$ cat config.mk
export PLATFORM = sky130hd
export DESIGN_NAME = dma_descriptor_scheduler
export DESIGN_NICKNAME = d
export VERILOG_FILES = /design/src/rtl/dma_descriptor_scheduler.sv
export SDC_FILE = /design/constraint.sdc
export NUM_CORES = 1
export LEC_CHECK = 0
export BUFFER_PORTS_ARGS = -buffer_cell sky130_fd_sc_hd__buf_2
export CORE_MARGIN = 5
export CORE_UTILIZATION = 38
export DETAILED_ROUTE_END_ITERATION = 12
export SETUP_SLACK_MARGIN = 0.1
export SLEW_MARGIN = 25
export SYNTH_ARGS = -nofsm -noshare
export SYNTH_HDL_FRONTEND = slang
export SYNTH_SLANG_ARGS = --single-unit
export TNS_END_PERCENT = 5
$ cat constraint.sdc
create_clock -name clock -period 7.95 [get_ports clock]
set_input_delay 0.3975 -clock clock [delete_from_list [all_inputs] [get_ports clock]]
set_output_delay 0.3975 -clock clock [all_outputs]
set_load 0.01 [all_outputs]
$ cat src/rtl/dma_descriptor_scheduler.sv
// dma_descriptor_scheduler: custom-instruction front end that stages DMA descriptors
// into a 4-deep FIFO and issues them one at a time to a DMA engine.
module dma_descriptor_scheduler #(
  parameter logic [7:0] customInstructionId = 8'd0
) (
  input  logic        clock,
  input  logic        reset,
  input  logic        ciStart,
  input  logic [7:0]  ciN,
  input  logic [31:0] ciValueA,
  input  logic [31:0] ciValueB,
  output logic        ciDone,
  output logic [31:0] ciResult,
  output logic [31:0] dmaBusAddress,
  output logic [8:0]  dmaMemAddress,
  output logic [9:0]  dmaBlockSize,
  output logic [7:0]  dmaBurstSize,
  output logic        dmaStart,
  input  logic        dmaBusy,
  input  logic        dmaError
);
  typedef enum logic [2:0] {IDLE, ISSUE, WAIT_BUSY, WAIT_DONE, HALT} state_e;
  state_e      state_q, state_d;
  logic [58:0] fifo_q [4];
  logic [1:0]  wr_q, wr_d, rd_q, rd_d;
  logic [2:0]  cnt_q, cnt_d;
  logic [31:0] bus_q, bus_d;
  logic [8:0]  mem_q, mem_d;
  logic [9:0]  blk_q, blk_d;
  logic [7:0]  bst_q, bst_d;
  logic [58:0] dma_q, dma_d;
  logic        start_q, start_d, sticky_q, sticky_d;
  logic [7:0]  done_q, done_d, drop_q, drop_d;
  logic [3:0]  tmo_q, tmo_d;
  logic [2:0]  op;
  logic        sel, full, active, push, flush, clr, pop, ok_push, ok_pop, retire, fail;
  logic [31:0] status;
  logic        unused_bits;
  assign op          = ciValueA[2:0];
  assign unused_bits = ^ciValueA[31:3];
  assign sel         = ciStart && (ciN == customInstructionId);
  assign push        = sel && op == 3'd4;
  assign clr         = sel && op == 3'd6;
  assign flush       = sel && op == 3'd7;
  assign full        = cnt_q == 3'd4;
  assign active      = state_q != IDLE && state_q != HALT;
  assign ok_push     = push && !full;
  assign ok_pop      = pop && cnt_q != 3'd0;
  assign status      = {8'd0, drop_q, done_q, 2'b00, sticky_q, active, full, cnt_q};
  assign ciDone      = sel;
  assign ciResult    = (sel && op == 3'd5) ? status : 32'd0;
  assign dmaStart    = start_q;
  assign {dmaBusAddress, dmaMemAddress, dmaBlockSize, dmaBurstSize} = dma_q;
  always_comb begin
    state_d = state_q;
    tmo_d   = tmo_q;
    dma_d   = dma_q;
    start_d = 1'b0;
    pop     = 1'b0;
    retire  = 1'b0;
    fail    = 1'b0;
    case (state_q)
      IDLE: if (cnt_q != 3'd0 && !sticky_q) begin
        state_d = ISSUE;
        start_d = 1'b1;
        dma_d   = fifo_q[rd_q];
      end
      ISSUE: begin
        state_d = WAIT_BUSY;
        tmo_d   = 4'd0;
      end
      WAIT_BUSY: if (dmaBusy) state_d = WAIT_DONE;
        else if (tmo_q == 4'd15) begin
          pop     = 1'b1;
          retire  = 1'b1;
          state_d = IDLE;
        end else tmo_d = tmo_q + 4'd1;
      WAIT_DONE: if (!dmaBusy) begin
        pop     = 1'b1;
        retire  = !dmaError;
        fail    = dmaError;
        state_d = dmaError ? HALT : IDLE;
      end
      HALT: if (clr) state_d = IDLE;
      default: state_d = IDLE;
    endcase
  end
  // A flush drops everything, including a coincident pop of the in-flight head.
  always_comb begin
    bus_d    = (sel && op == 3'd0) ? ciValueB : bus_q;
    mem_d    = (sel && op == 3'd1) ? ciValueB[8:0] : mem_q;
    blk_d    = (sel && op == 3'd2) ? ciValueB[9:0] : blk_q;
    bst_d    = (sel && op == 3'd3) ? ciValueB[7:0] : bst_q;
    wr_d     = flush ? 2'd0 : wr_q + {1'b0, ok_push};
    rd_d     = flush ? 2'd0 : rd_q + {1'b0, ok_pop};
    cnt_d    = flush ? 3'd0 : cnt_q + {2'd0, ok_push} - {2'd0, ok_pop};
    done_d   = clr ? 8'd0 : done_q + {7'd0, retire && done_q != 8'hFF};
    drop_d   = clr ? 8'd0 : drop_q + {7'd0, push && full && drop_q != 8'hFF};
    sticky_d = fail || (sticky_q && !clr);
  end
  always_ff @(posedge clock) begin
    if (reset) begin
      state_q  <= IDLE;
      wr_q     <= 2'd0;
      rd_q     <= 2'd0;
      cnt_q    <= 3'd0;
      bus_q    <= 32'd0;
      mem_q    <= 9'd0;
      blk_q    <= 10'd0;
      bst_q    <= 8'd0;
      dma_q    <= 59'd0;
      start_q  <= 1'b0;
      sticky_q <= 1'b0;
      done_q   <= 8'd0;
      drop_q   <= 8'd0;
      tmo_q    <= 4'd0;
    end else begin
      state_q  <= state_d;
      wr_q     <= wr_d;
      rd_q     <= rd_d;
      cnt_q    <= cnt_d;
      bus_q    <= bus_d;
      mem_q    <= mem_d;
      blk_q    <= blk_d;
      bst_q    <= bst_d;
      dma_q    <= dma_d;
      start_q  <= start_d;
      sticky_q <= sticky_d;
      done_q   <= done_d;
      drop_q   <= drop_d;
      tmo_q    <= tmo_d;
    end
  end
  always_ff @(posedge clock) begin
    if (ok_push) fifo_q[wr_q] <= {bus_q, mem_q, blk_q, bst_q};
  end
endmodule

==> out/qor.yml <==
status:
  outcome: "finished clean"
worst_setup_path:
  crit_start: "ciN[2]"
  critPathCapture: "ciResult[5]"
  reg2reg_depth: 9
  critPathKind: "input port to output pin"
  required_ns: 7.55
  crit_path_start_kind: "input port"
  r2r_end: "cnt_q[2]"
  regToRegStartpoint: "tmo_q[0]"
  ff2ff_setup_slack_ns: 5.47
  cp_max_fo: 22
  crit_arrival_ns: 2.47
  worst_setup_path_end_kind: "output pin"
final_layout:
  layout.cells.most_common_list: "edfxtp_1 (236), nand2_1 (188), dfxtp_1 (148)"
  layout.cells.most_common: "edfxtp_1"
  antenna_cells: 0
  area_growth_pct: 16.7
  final_area_um2: 16800
  final_layout_size_suffix_gt1_share_pct: 23.5
  fin_nets: 1214
drt:
  vias: 8170
  dr.first_iter.drc_count: 363
  drc: 0
  routedWlPerCell_um: 18.5
  drtAntennaViolNets: 0
  wl_um: 31000
  vias_per_cell: 4.88
  drt_first_pass_iters: 5
place:
  gp_congestion: 0.743
  post_dp_cell_area_um2: 15500
  dp_slack_ns: 4.59
  place_hpwl_um: 17800
  port-buffer-count: 130
synthesis:
  synth_edf_count: 236
  async_flop_share_pct: 0
  yosys.area_share.xor_xnor_pct: 1.21
  synth_cells: 1006
  yosys_register_bits: 386
  syn_area_per_cell_um2: 14.3
  ys_types: 44
  synthAdderAreaFrac_pct: 0.746
  synth_ff_type: "edfxtp_1"
  synth_seq_area_share_pct: 70.0
  muxShareOfSynthArea_pct: 11.2
  syn-cell-area_um2: 14400
  yosys.area_share.simple_pct: 10.4
  synth_compound_area_share_pct: 3.61
  yosysWarnings: 0
  synth_top_family_by_area: "multiplexers"
sta:
  setup_tns_ns: 0
  finalCritPeriodShare_pct: 36.1
  fin_worst_skew_ns: 0.0156
  clock.fmax_ghz: 0.348
  slew_violations: 0
  slew_headroom_pct: 32.5
  timing.hold.ws_ns: 0.104
  hold_viol: 0
  fin_ws_ns: 5.08
  rsz0062_at_grt: "no"
  max_slew.worst_pin.slew_ns: 1.01
  period_needed_ns: 2.87
  setup_viol: 0
clocking:
  htreeDepth: 2
  clkLatencyLatePin_ns: 0.54
  postCtsSetupRepairBufs: 0
  clk_path_buf_depth: 3
  cts_tree: "done"
  root_buffer: "clkbuf_16"
  clkSinkCount: 386
  path_clk_slew_ns: 0.06
  cts_buffers: 41
  postCtsHoldBufs: 0
  cts_resized: 0
floorplanning:
  coreArea_um2: 37600
  chipHeight_um: 205
  io_pins: 170
  start_util_pct: 38.4
  die_area_um2: 41900
  num_rows: 71
  die_width_um: 205
global_route:
  gr-total-overflow: 0
  grt_max_degree: 80
  track_usage_pct: 14.7
  grt_pass1_wl_um: 47800
  antenna_found_initial: 1
  grt_pass1_vias: 8263
worst_hold_path:
  hp-class: "input port to register"
pwr:
  power.density_nw_per_um2: 240
  ir_worst_vdd_uv: 183
  p_leak_nw: 6.48
  power_w: 0.00403
job:
  max_cap_viol_count: 0
-- cells in the mapped netlist, drive strengths merged (2+ instances only) --
cell type | number | area [µm²]
nand2b | 2 | 12.5
xor2 | 10 | 87.6
and4 | 4 | 35.0
ha | 7 | 87.6
buf | 39 | 270
edfxtp | 236 | 7090
mux4 | 59 | 1330
nand2 | 188 | 706
nor2b | 2 | 12.5
and3 | 5 | 31.3
nor4 | 3 | 48.8
nor3 | 9 | 60.1
dfxtp | 150 | 3000
mux2i | 28 | 280
a21oi | 93 | 465
and2 | 24 | 150
and3b | 2 | 17.5
nor4b | 2 | 17.5
inv | 7 | 26.3
xnor2 | 10 | 87.6
nor3b | 8 | 60.1
nand4 | 8 | 50.1
clkbuf | 30 | 113
nor2 | 56 | 210
nand3 | 10 | 50.1
-- per-stage QoR --
stage / utilization [%] / instances
CTS: 44.8 / 1673
finish: 44.8 / 1673
floorplan: - / 1015
global route: 44.8 / 1673
global placement: 41.2 / 1597
detailed placement: 41.2 / 1597
-- where the power goes --
| group | internal (W) | total, W | switching (W) |
|---|---|---|---|
| clock network | 0.00114 | 0.00189 | 0.000753 |
| registers | 0.00210 | 0.00210 | 0.0000000776 |
| logic | 0.0000112 | 0.0000409 | 0.0000296 |
-- cells by family (layout without fill, tap and decap cells) --
family                     after synthesis  after routing
muxes                                   87             87
DFF                                    386            386
buffers and inverters                   76            223
and+or+nand+nor                        328            328
AOI/OAI and AO/OA                      100            100
xor gates and xnor gates                20             20
adders and majority gates                8              8
other                                    1             10
-- worst max-delay path: stages --
cell     delay [ns]
buf_2          0.11
nor4_4         0.62
and3_1         0.32
and4b_1        0.55
and2_1         0.30
buf_2          0.17
-- layer usage --
metal  track usage [%]  wire length, µm  share of wire [%]
met1              19.4            13700                 44
met2              25.1            15400                 50
met3              2.93             1280                4.1
met4              3.69              580                1.9
met5                 0               13              0.042
-- worst min path at each step --
stage | start | end | cells past startpoint
5_1_grt | ciValueB[24] | bus_q[24] | 3
3_5_place_dp | dma_q[38] | dma_q[38] | 2
4_1_cts | ciValueB[24] | bus_q[24] | 3
2_1_floorplan | bus_q[0] | bus_q[0] | 2
3_3_place_gp | dma_q[8] | dma_q[8] | 2
6_report | ciValueB[24] | bus_q[24] | 3
-- flip-flops by register name (all words and copies together) (netlist names) --
name,cells
mem_q,9
tmo_q,4
dmaStart,1
fifo_q,236
wr_q,2
bus_q,32
bst_q,8
cnt_q,3
blk_q,10
done_q,8
rd_q,2
dma_q,59
state_q,3
drop_q,8
sticky_q,1
-- final cells by class --
cell class | count | area [µm²]
inverter | 7 | 26.3
fill | 3416 | 20800
clock buffer | 66 | 1240
sequential | 386 | 10100
tap | 511 | 639
clock inverter | 10 | 111
timing repair buffer | 140 | 728
multi-input combinational | 553 | 3980
(Power assumes the default switching activity.)
